## src/rtl/alu_multicycle_ctrl.sv

```systemverilog
// EX-stage sequencer: classifies ALU ops, launches multi-cycle units, stalls the pipe until they finish.
// Latency: single-cycle ops complete same cycle; MUL/FP ops stall L cycles and present the result in cycle L.
module alu_multicycle_ctrl #(
  parameter int MUL_LAT = 3,
  parameter int FP_LAT  = 4
) (
  input  logic        clk,
  input  logic        rst_n,
  input  logic        ex_valid,
  input  logic [5:0]  ALU_operation,
  input  logic        flush,
  output logic        mul_start,
  output logic        fp_start,
  output logic [5:0]  op_latched,
  output logic        ex_stall,
  output logic [1:0]  result_sel,
  output logic        result_valid,
  output logic        illegal_op,
  output logic [31:0] stall_count
);

  localparam int MAX_LAT = (MUL_LAT > FP_LAT) ? MUL_LAT : FP_LAT;
  localparam int CW      = $clog2(MAX_LAT) + 1;
  localparam logic [CW-1:0] MUL_LOAD = CW'(MUL_LAT - 1);
  localparam logic [CW-1:0] FP_LOAD  = CW'(FP_LAT - 1);

  typedef enum logic [1:0] {S_IDLE, S_BUSY, S_DONE} state_t;

  state_t        state_q, state_d;
  logic [CW-1:0] cnt_q, cnt_d;
  logic [5:0]    op_q, op_d;
  logic [31:0]   stall_count_q, stall_count_d;

  logic is_alu, is_mul, is_fp, is_ill, take;
  logic [CW-1:0] load_val;

  assign is_alu = (ALU_operation[5:4] == 2'b00);
  assign is_mul = (ALU_operation[5:2] == 4'b0100);
  assign is_fp  = (ALU_operation == 6'b110000) || (ALU_operation == 6'b110001);
  assign is_ill = ~(is_alu | is_mul | is_fp);
  assign take   = (state_q == S_IDLE) & ex_valid & ~flush;

  always_ff @(posedge clk or negedge rst_n) begin
    if (!rst_n) begin
      state_q       <= S_IDLE;
      cnt_q         <= '0;
      op_q          <= '0;
      stall_count_q <= '0;
    end else begin
      state_q       <= state_d;
      cnt_q         <= cnt_d;
      op_q          <= op_d;
      stall_count_q <= stall_count_d;
    end
  end

  always_comb begin
    state_d  = state_q;
    cnt_d    = cnt_q;
    op_d     = op_q;
    load_val = is_mul ? MUL_LOAD : FP_LOAD;
    case (state_q)
      S_IDLE: begin
        if (take && (is_mul || is_fp)) begin
          op_d    = ALU_operation;
          cnt_d   = load_val;
          state_d = (load_val == '0) ? S_DONE : S_BUSY;
        end
      end
      S_BUSY: begin
        if (flush) begin
          state_d = S_IDLE;
          cnt_d   = '0;
        end else begin
          cnt_d = cnt_q - CW'(1);
          if (cnt_q == CW'(1)) state_d = S_DONE;
        end
      end
      S_DONE:  state_d = S_IDLE;
      default: state_d = S_IDLE;
    endcase
    stall_count_d = stall_count_q + {31'b0, ex_stall};
  end

  always_comb begin
    mul_start    = 1'b0;
    fp_start     = 1'b0;
    ex_stall     = 1'b0;
    result_valid = 1'b0;
    result_sel   = 2'b00;
    illegal_op   = 1'b0;
    case (state_q)
      S_IDLE: begin
        if (take) begin
          if (is_alu) begin
            result_valid = 1'b1;
          end else if (is_mul) begin
            mul_start = 1'b1;
            ex_stall  = 1'b1;
          end else if (is_fp) begin
            fp_start = 1'b1;
            ex_stall = 1'b1;
          end else begin
            illegal_op = is_ill;
          end
        end
      end
      S_BUSY: ex_stall = 1'b1;
      S_DONE: begin
        // A flush in the result cycle kills the writeback but the unit select still follows the op.
        result_valid = ~flush;
        result_sel   = op_q[5] ? 2'b11 : 2'b01;
      end
      default: ;
    endcase
  end

  assign op_latched  = op_q;
  assign stall_count = stall_count_q;

endmodule

```

## config.mk

```make
export PLATFORM = sky130hd
export DESIGN_NAME = alu_multicycle_ctrl
export DESIGN_NICKNAME = d
export VERILOG_FILES = /design/src/rtl/alu_multicycle_ctrl.sv
export SDC_FILE = /design/constraint.sdc
export NUM_CORES = 1
export LEC_CHECK = 0
export ABC_AREA = 1
export BUFFER_PORTS_ARGS = -buffer_cell sky130_fd_sc_hd__buf_2
export CAP_MARGIN = 20
export CORE_ASPECT_RATIO = 0.6
export CORE_MARGIN = 3
export CORE_UTILIZATION = 50
export DETAILED_ROUTE_END_ITERATION = 16
export PLACE_DENSITY = 0.75
export SYNTH_ARGS = -nofsm -noshare
export SYNTH_HDL_FRONTEND = slang
export SYNTH_SLANG_ARGS = --single-unit
```

## constraint.sdc

```tcl
create_clock -name clk -period 2.59 [get_ports clk]
set_clock_uncertainty 0.05 [all_clocks]
set_input_delay 0.518 -clock clk [delete_from_list [all_inputs] [get_ports clk]]
set_output_delay 0.518 -clock clk [all_outputs]
set_load 0.1 [all_outputs]
```

# Word-level counts from Yosys, hierarchy flattened
# Index checks and enable logic that the tools add are counted.
# word_totals
reg_bits,43
latchBits,0
ramBits,0
romBits,0
out_inout_bits,45
wordCells,62
mem_count,0
# op_classes
addsub,2
mul,0
div,0
n_lt_le_gt_ge,0
eq_ne,8
n_shift,0
muxes,32
bitwise,6
reduce_logical,10
# ops
operator,n
adder 32 x 1 -> 32 bit,1
2-to-1 mux 1 bit,20
equality test 6 bit (second input constant),2
2-to-1 mux 2 bit,6
2-to-1 mux 3 bit,2
case mux 3 bit (2 select lines),1
AND reduction 2 bit,3
equality test 4 x 3 -> 1 bit (second input constant),1
logical NOT 2 bit,2
case mux 1 bit (2 select lines),2
case mux 2 bit (2 select lines),1
equality test 3 x 1 -> 1 bit (second input constant),1
logical NOT 3 bit,1
!= test 3 bit (second input constant),1
subtractor 3 x 1 -> 3 bit (second input constant),1
AND 1 bit,2
equality test 2 x 1 -> 1 bit (second input constant),1
equality test 2 bit (second input constant),1
logical OR 1 bit,2
!= test 2 x 1 -> 1 bit (second input constant),1
NOT 1 bit,2
bitwise OR 1 bit,2
nonzero test 2 bit,1
logical AND 1 bit,1

# Longest topological paths before layout
# Gate-level depths: netlist of the first run.
# logic_depth
word_depth,9
depth_mapped,14

# Least setup slack after synthesis of the first run
# Ideal clock, no wire load.
# synth_path
path_kind,reg2out
startpoint,reg state_q[0]
endpoint,out result_valid
t_arrival_ps,3351
t_required_ps,2022
setup_slack_ps,-1329
stages_incl_launch_ff,4
path_cell_list,dfrtp_1 -> nor2_1 -> inv_1 -> o22ai_1
# synth_via
elab_chain_cells,5
# synth_rtl
item,line,rtl
"start, declared",29,"state_t state_q, state_d;"
"start signal, assigned",50,state_q <= state_d;
logical NOT 2 bit,"41, 92",
AND 1 bit (2 in a row),41,assign take = (state_q == S_IDLE) & ex_valid & ~flush;
2-to-1 mux 1 bit,94,if (take) begin
case mux 1 bit (2 select lines) (*),92,case (state_q)
"end, declared",17,"output logic result_valid,"
# Every way passes the cells marked *; elsewhere a longest branch is shown, timed or not.

# Final worst setup path of the first run
# layout_path
startpoint,reg state_q[1]
endpoint,out fp_start
# layout_via
elab_chain_cells,5
# layout_rtl
item,line,rtl
logical NOT 2 bit (*),"41, 92",
AND 1 bit (2 in a row),41,
2-to-1 mux 1 bit,94,
2-to-1 mux 1 bit (*),92,
"end, declared",13,"output logic fp_start,"
# Marked as above.

==> metrics.md, run 1 <==
| Metric | Value |
|---|---|
| Status | completed |
| Reg2Reg Launch Point | state_q[1] |
| Largest cells by area after synthesis | dfrtp_1 47%, nand2_1 18%, nor2_1 7.7% |
| Setup_tns | 0 ns |
| Antenna Violating Nets Remaining | 0 |
| GP Congestion | 0.893 |
| Worst path bufs/invs | 4 |
| Critical Path RT | 2.02 ns |
| Row Count | 18 |
| Largest net degree at the start of global routing | 44 |
| Leakage | 1.51 nW |
| GRT overflow | 0 |
| RSZ-0062 raised after global routing | false |
| Final core occ | 67.0% |
| Worst Hold Class | in2async |
| Clk Latency, worst-skew pair | 0.31 ns |
| Critical path's top delay family | buffers and inverters |
| Layout cells sized above 1 | 25.3% |
| Critical Path AT | 1.85 ns |
| Die span in y | 58.6 um |
| GRT Util Overall | 22.8% |
| TritonCTS clock tree | built |
| Final setup violation count | 0 |
| Initial Util | 53.9% |
| Antenna fix cells | 0 |
| Area leader, netlist | dfrtp_1 |
| #FFs+latches synth | 43 |
| Share of the synthesized area in the top cell type | 46.7% |
| Post-CTS Resized | 0 |
| Largest stage delay, worst path | 0.41 ns |
| CP Capture Type | primary output |
| Most used cell, CP | inv_1 |
| First-pass GRT wire length | 9.38 mm |
| R2R setup slack | 0.31 ns |
| Final slew viol count | 0 |
| Yosys cell types | 20 |
| Io pins | 55 |
| DRC Markers | 0 |
| Final Hold Viols | 0 |
| R2R cell count | 14 |
| Cts hold-fix bufs | 0 |
| Core footprint | 4280 um^2 |
| Yosys warns | 0 |
| Synth Cell Area | 2310 um^2 |
| Die area | 5490 um^2 |
| CP max stage cell | buf_2 |
| Worst-path clk slew | 0.09 ns |
| Actual slew at the worst max-slew pin | 0.536 ns |
| Fmax | 413 MHz |
| Final HPWL from detailed placement | 4.53 mm |
| Relative slew slack | 64.2% |
| Num CTS Buffers | 5 |
| Via count | 2122 |
| Power per cell area | 678 nW/um^2 |
| VDD IR max | 772 uV |
| Syn avg cell area | 7.71 um^2 |
| Placed Cells | 416 |
| Wire per inst | 13.6 um |
| Worst hold slack | 0.227 ns |
| Max clock buf depth | 2 |
| Crit path cell chain | inv_1, nand2_1, nor2_2, nand2_2, buf_4, inv_1, buf_2 |
| Layout area overhead | 24.4% |
| Placed Area | 2750 um^2 |
| Fin cells | 424 |
| Chip width | 93.7 um |
| Post-CTS Setup Bufs | 0 |
| Antenna violations before repair | 0 |
| Root Driver | clkbuf_8 |
| Avg Vias per Cell | 5.00 |
| Critical Path Fanout Max | 9 |
| PortBufs | 54 |
| Vias in the first global route | 1945 |
| Nets | 377 |
| Iter 0 DRT Violations | 142 |
| Minimum clock period | 2.42 ns |
| Crit path kind | reg2out |
| MaxCap Viol Count | 0 |
| Final wirelength | 5.76 mm |
| Sequential area share after synthesis | 46.7% |
| Synthesized Nets | 313 |
| Syn Inst Count | 299 |
| H-tree depth | 2 |
| Tcrit/Tclk final | 93.5% |
| CP Launch Type | flip-flop |
| Clock sinks | 43 |
| Drt pass-1 iters | 4 |
| Post-route cell area | 2870 um^2 |
| R2r endpoint | stall_count[18] |
==> synth_stat cells (all sizes together) <==
cell and instances:
nand2 114, nand3 8, nor2 57, inv 28
or2 3, o21ai 5, nor3 4, xor2 10
ha 4, o22ai 1, nand3b 14, xnor2 6
nand4 2, dfrtp 43
==> routing by layer <==
metal  track usage [%]  wire length (um)  vias to the layer above
met2              29.1              2100                       84
li1                  -                 -                     1057
met3              7.92               722                        4
met1              36.4              2910                      977
met4              4.94                30                        0
met5                 0                 0                        -
==> power by group <==
| part | total (mW) | switching (mW) | internal, mW |
|---|---|---|---|
| Combinational | 0.601 | 0.503 | 0.0979 |
| Sequential | 0.798 | 0.0588 | 0.739 |
| Clock | 0.546 | 0.234 | 0.312 |
| Total | 1.94 | 0.796 | 1.15 |
==> worst max-delay path by stage <==
| stage | from | to | slack [ns] | cells after the start |
|---|---|---|---|---|
| floorplan | flush | illegal_op | -0.02 | 5 |
| finish | state_q[1] | fp_start | 0.17 | 7 |
| detailed placement | flush | stall_count[18] | 0.15 | 15 |
| global placement | flush | stall_count[30] | 0.22 | 15 |
| CTS | state_q[1] | fp_start | 0.17 | 7 |
| global route | state_q[1] | fp_start | 0.05 | 7 |
==> cell type report <==
class,instances,area (um^2)
Timing Repair Buffer,57,323
Clock inverter,2,35.0
Sequential cell,43,1080
Tap cell,60,75.1
Fill cell,376,1410
Multi-Input combinational cell,228,1170
Inverter,28,105
Clock buffer,6,82.6
==> logic make-up after synthesis <==
logic type | count (synthesis) | synth area share [%]
AOI/OAI and AO/OA | 6 | 1.36
DFF | 43 | 46.7
adders and majority gates | 4 | 2.17
buffers and inverters | 28 | 4.56
and+or+nand+nor | 202 | 39.2
xor gates and xnor gates | 16 | 6.08
==> flip-flops by register name, indices dropped and copies added, names as in the netlist <==
name         count
cnt_q            3
op_latched       6
stall_count     32
state_q          2
==> metrics by stage <==
step	total power [mW]	worst slack, ns
floorplan	1.29	-0.0225
global placement	1.40	0.217
detailed placement	1.41	0.150
CTS	1.96	0.172
global route	2.03	0.0536
finish	1.94	0.167
==> cells in the final DEF, fill, tap and decap left out, types with 4 or more instances in the layout <==
cell type / synthesis / layout
nand2_1: 108 / 108
buf_2: 0 / 52
nor2_1: 47 / 45
dfrtp_1: 43 / 43
inv_1: 26 / 26
nand3b_1: 14 / 14
xor2_1: 10 / 10
nor2_2: 7 / 7
nand2_2: 6 / 6
xnor2_1: 6 / 6
clkbuf_8: 0 / 6
nor2_4: 3 / 5
nand3_1: 6 / 5
o21ai_0: 5 / 5
ha_1: 4 / 4
(Power assumes the default switching activity.)
==> inputs of run 2 (changes only) <==
--- a/config.mk
+++ b/config.mk
@@ -8,11 +8,11 @@
 export ABC_AREA = 1
 export BUFFER_PORTS_ARGS = -buffer_cell sky130_fd_sc_hd__buf_2
 export CAP_MARGIN = 20
-export CORE_ASPECT_RATIO = 0.6
 export CORE_MARGIN = 3
 export CORE_UTILIZATION = 50
 export DETAILED_ROUTE_END_ITERATION = 16
 export PLACE_DENSITY = 0.75
+export REMOVE_ABC_BUFFERS = 1
 export SYNTH_ARGS = -nofsm -noshare
 export SYNTH_HDL_FRONTEND = slang
 export SYNTH_SLANG_ARGS = --single-unit
==> metrics.md, run 2 (synthesis results as in run 1) <==
| Metric | Value |
|---|---|
| Nets | 377 |
| Final wirelength | 5.11 mm |
| GP Congestion | 0.931 |
| Critical Path Fanout Max | 9 |
| Root Driver | clkbuf_8 |
| GRT overflow | 0 |
| PortBufs | 54 |
| GR met3 Demand/Resource | 5.06% |
| Initial Util | 52.2% |
| Post-CTS Resized | 0 |
| Power per cell area | 691 nW/um^2 |
| Met1 Use GR | 25.3% |
| Num CTS Buffers | 5 |
| TritonCTS clock tree | built |
| Reg2Reg Launch Point | state_q[1] |
| Grt met2 use | 34.7% |
| Final core occ | 63.4% |
| CP Launch Type | flip-flop |
| Final slew viol count | 0 |
| GRT Util Overall | 20.8% |
| Largest net degree at the start of global routing | 44 |
| Post-CTS Setup Bufs | 0 |
| Commonest cells after routing, fill and taps aside | 108 x nand2_1, 53 x buf_2, 47 x nor2_1, 43 x dfrtp_1, 26 x inv_1 |
| Avg Vias per Cell | 4.93 |
| Post-route cell area | 2800 um^2 |
| Crit path kind | reg2out |
| R2R setup slack | 0.42 ns |
| Antenna fix cells | 0 |
| Vias in the first global route | 1916 |
| Antenna violations before repair | 0 |
| Critical Path RT | 2.02 ns |
| Relative slew slack | 36.7% |
| GR peak layer | met2 |
| Logic pwr share | 30.6% |
| DRC Markers | 0 |
| Final setup violation count | 0 |
| H-tree depth | 2 |
| Die span in y | 73.9 um |
| VDD IR max | 672 uV |
| Layout area overhead | 21.3% |
| RSZ-0062 raised after global routing | false |
| Leakage | 1.50 nW |
| Most common cell after layout, fill and taps aside | nand2_1 |
| Tcrit/Tclk final | 89.1% |
| Core footprint | 4410 um^2 |
| Cell-internal power | 1.15 mW |
| Clk Latency, worst-skew pair | 0.30 ns |
| Die area | 5460 um^2 |
| Sw Pwr | 0.786 mW |
| Chip width | 73.9 um |
| Critical Path AT | 1.74 ns |
| Clock power share | 28.0% |
| Layout cells sized above 1 | 23.9% |
| Wire per inst | 12.3 um |
| Antenna Violating Nets Remaining | 0 |
| Io pins | 55 |
| Drt pass-1 iters | 4 |
| Cts hold-fix bufs | 0 |
| Via count | 2052 |
| MaxCap Viol Count | 0 |
| First-pass GRT wire length | 8.75 mm |
| Row Count | 24 |
| Status | completed |
| Worst Hold Class | in2async |
| CP Capture Type | primary output |
| Sw Ratio | 40.7% |
| Fmax | 433 MHz |
| Final HPWL from detailed placement | 4.00 mm |
| Max reg flops | 32 |
| R2r endpoint | stall_count[26] |
| Final Hold Viols | 0 |
| Max clock buf depth | 2 |
| Minimum clock period | 2.31 ns |
| Actual slew at the worst max-slew pin | 0.950 ns |
| Iter 0 DRT Violations | 121 |
| Worst-path clk slew | 0.08 ns |
| Sequential power share | 41.3% |
| R2R cell count | 14 |
| Placed Area | 2680 um^2 |
| Clock sinks | 43 |
## run 2: cell counts in the layout (fill, tap and decap cells not counted)
Identical to the previous run, type by type.
## run 2: power by group through the flow
stage	clock network (mW)	registers (mW)	logic [mW]
CTS	0.557	0.799	0.599
floorplan	0	1.17	0.116
finish	0.542	0.799	0.592
global route	0.585	0.807	0.628
detailed placement	0	0.810	0.595
global placement	0	0.809	0.586
## run 2: how the worst max path moves through the flow
stage	startpoint	to	slack [ns]
after floorplan	state_q[0]	result_valid	-1.33
after global placement	flush	stall_count[26]	0.29
after detailed placement	flush	stall_count[26]	0.18
after CTS	state_q[1]	mul_start	0.26
after global routing	state_q[1]	mul_start	0.16
final	state_q[1]	mul_start	0.28
## run 2: critical path: stages (launching register included)
cell and delay (ns):
dfrtp_1 0.36, inv_1 0.11, nand2_1 0.08, nor2_2 0.17, nand2_2 0.07, buf_4 0.16, inv_1 0.07, buf_2 0.42
## run 2: area by class of cell
| type | instances | area [um^2] |
|---|---|---|
| timing repair buffer | 57 | 308 |
| inverter | 28 | 105 |
| sequential | 43 | 1080 |
| fill | 396 | 1620 |
| multi-input combinational | 228 | 1120 |
| clock inverter | 2 | 35.0 |
| clock buffer | 6 | 82.6 |
| tap | 52 | 65.1 |
## run 2: per-layer routing
| layer | wire length (um) | share of wire [%] | vias to the layer above |
|---|---|---|---|
| li1 | - | - | 1047 |
| met1 | 2230 | 44 | 947 |
| met2 | 2500 | 49 | 46 |
| met3 | 251 | 4.9 | 12 |
| met4 | 132 | 2.6 | 0 |
| met5 | 0 | 0 | - |
## run 2: stage by stage
| stage | std cells | hold WS (ns) | total power [mW] | setup TNS [ns] | setup slack [ns] |
|---|---|---|---|---|---|
| floorplan | 299 | 0.172 | 1.29 | -11.93 | -1.33 |
| global placement | 408 | 0.403 | 1.40 | 0 | 0.295 |
| detailed placement | 408 | 0.416 | 1.41 | 0 | 0.179 |
| CTS | 416 | 0.348 | 1.95 | 0 | 0.265 |
| global route | 416 | 0.377 | 2.02 | 0 | 0.161 |
| finish | 416 | 0.301 | 1.93 | 0 | 0.282 |
==> inputs of run 3 (changes only) <==
--- a/config.mk
+++ b/config.mk
@@ -8,9 +8,11 @@
 export ABC_AREA = 1
 export BUFFER_PORTS_ARGS = -buffer_cell sky130_fd_sc_hd__buf_2
 export CAP_MARGIN = 20
+export CORE_ASPECT_RATIO = 1.75
 export CORE_MARGIN = 3
 export CORE_UTILIZATION = 50
 export DETAILED_ROUTE_END_ITERATION = 16
+export HOLD_SLACK_MARGIN = 0.15
 export PLACE_DENSITY = 0.75
 export REMOVE_ABC_BUFFERS = 1
 export SYNTH_ARGS = -nofsm -noshare
==> metrics.md, run 3 (synthesis results as in run 1) <==
| Metric | Value |
|---|---|
| Chip width | 57.3 um |
| Antenna Violating Nets Remaining | 0 |
| Critical Path RT | 2.02 ns |
| VDD IR max | 866 uV |
| R2R setup slack | 0.39 ns |
| Layout area overhead | 20.3% |
| Antenna fix cells | 0 |
| Fill count | 413 |
| Leakage | 1.49 nW |
| Clk Latency, worst-skew pair | 0.30 ns |
| Row Count | 32 |
| DRC Markers | 0 |
| Crit path kind | reg2out |
| Max clock buf depth | 2 |
| Largest net degree at the start of global routing | 17 |
| Setup_tns | 0 ns |
| Die area | 5490 um^2 |
| Most common cell after layout, fill and taps aside | nand2_1 |
| Actual slew at the worst max-slew pin | 0.497 ns |
| Iter 0 DRT Violations | 67 |
| Max reg flops | 32 |
| CP Capture Type | primary output |
| Relative slew slack | 67.1% |
| Critical Path Fanout Max | 9 |
| Nets | 379 |
| Crit path cell chain | inv_1, nand2_1, nor2_2, nand2_2, buf_4, inv_1, buf_2 |
| Largest stage delay, worst path | 0.42 ns |
| Final setup violation count | 0 |
| Reg2Reg Launch Point | state_q[1] |
| GP Congestion | 0.887 |
| Antenna violations before repair | 0 |
| CP endpoint | mul_start |
| First-pass GRT wire length | 9.16 mm |
| RSZ-0062 raised after global routing | false |
| Via count | 2109 |
| R2R cell count | 12 |
| Status | completed |
| Worst-path clk slew | 0.08 ns |
| Minimum clock period | 2.30 ns |
| Num CTS Buffers | 5 |
| CP Launch Type | flip-flop |
| Fmax | 435 MHz |
| TritonCTS clock tree | built |
| Final HPWL from detailed placement | 4.54 mm |
| GRT Util Overall | 21.8% |
| Drt pass-1 iters | 4 |
| Post-route setup slack | 0.290 ns |
| Vias in the first global route | 2011 |
| Commonest cells after routing, fill and taps aside | 108 x nand2_1, 54 x buf_2, 47 x nor2_1, 43 x dfrtp_1, 26 x inv_1 |
| Core footprint | 4440 um^2 |
| Die span in y | 95.8 um |
| CP max stage cell | buf_2 |
| Final Hold Viols | 0 |
| MaxCap Viol Count | 0 |
| Io pins | 55 |
| Most used cell, CP | inv_1 |
| Critical Path Start | state_q[1] |
| Final slew viol count | 0 |
| Power per cell area | 660 nW/um^2 |
| Final wirelength | 5.54 mm |
| Clock sinks | 43 |
| Dpl ws | 0.196 ns |
| Placed Area | 2670 um^2 |
| Tcrit/Tclk final | 88.8% |
| Worst hold slack | 0.377 ns |
| Critical Path AT | 1.73 ns |
| Post-route cell area | 2780 um^2 |
| Initial Util | 51.9% |
| H-tree depth | 2 |
| Worst Hold Class | in2reg |
| PortBufs | 54 |
| Wire per inst | 13.3 um |
| Avg Vias per Cell | 5.06 |
| GRT overflow | 0 |
| Layout cells sized above 1 | 23.8% |
| Post-CTS Resized | 0 |
| Root Driver | clkbuf_8 |
| R2r endpoint | stall_count[12] |
## run 3: critical path: cells and delay by family, from the launching register on
family	cells	cell delay [ns]
DFF	1	0.38
and+or+nand+nor	3	0.31
buffers and inverters	4	0.75
## run 3: power breakdown
group	internal [mW]	leakage, nW	switching, mW
Sequential	0.739	0.579	0.0573
Clock	0.219	0.0484	0.228
Combinational	0.0952	0.861	0.495
Total	1.05	1.49	0.780
## run 3: worst min-delay path by stage
stage / start / end / slack [ns] / depth (start not counted)
finish: ALU_operation[0] / op_latched[0] / 0.38 / 3
global route: ALU_operation[0] / op_latched[0] / 0.37 / 3
CTS: ALU_operation[0] / op_latched[0] / 0.37 / 3
detailed placement: rst_n / stall_count[9] / 0.38 / 1
global placement: rst_n / stall_count[21] / 0.37 / 1
floorplan: rst_n / cnt_q[0] / 0.17 / 0
## run 3: what timing repair did
item                                   CTS  global route
hold buffers                             1             0
buffers inserted                         0             0
endpoints found under the hold margin   12             0
## run 3: cell type report
cell class	instances	area (um^2)	area share (%)
clock buffers	7	86.3	3.11
clock inverters	1	8.76	0.316
inverters	28	105	3.79
multi-input cells	228	1120	40.5
flip-flops and latches	43	1080	38.8
well taps	51	63.8	2.30
repair buffers	59	310	11.2
## run 3: through the flow
step / utilization, % / total power [mW] / std cells
CTS: 62.4 / 1.85 / 417
global route: 62.4 / 1.91 / 417
finish: 62.4 / 1.83 / 417
detailed placement: 60.1 / 1.41 / 408
floorplan: - / 1.29 / 299
global placement: 60.1 / 1.40 / 408
## run 3: routing by layer
layer	GRT usage, %	share of wire [%]
met1	21.5	35
met2	42.1	57
met3	3.89	4.0
met5	0	0
met4	11.6	3.9
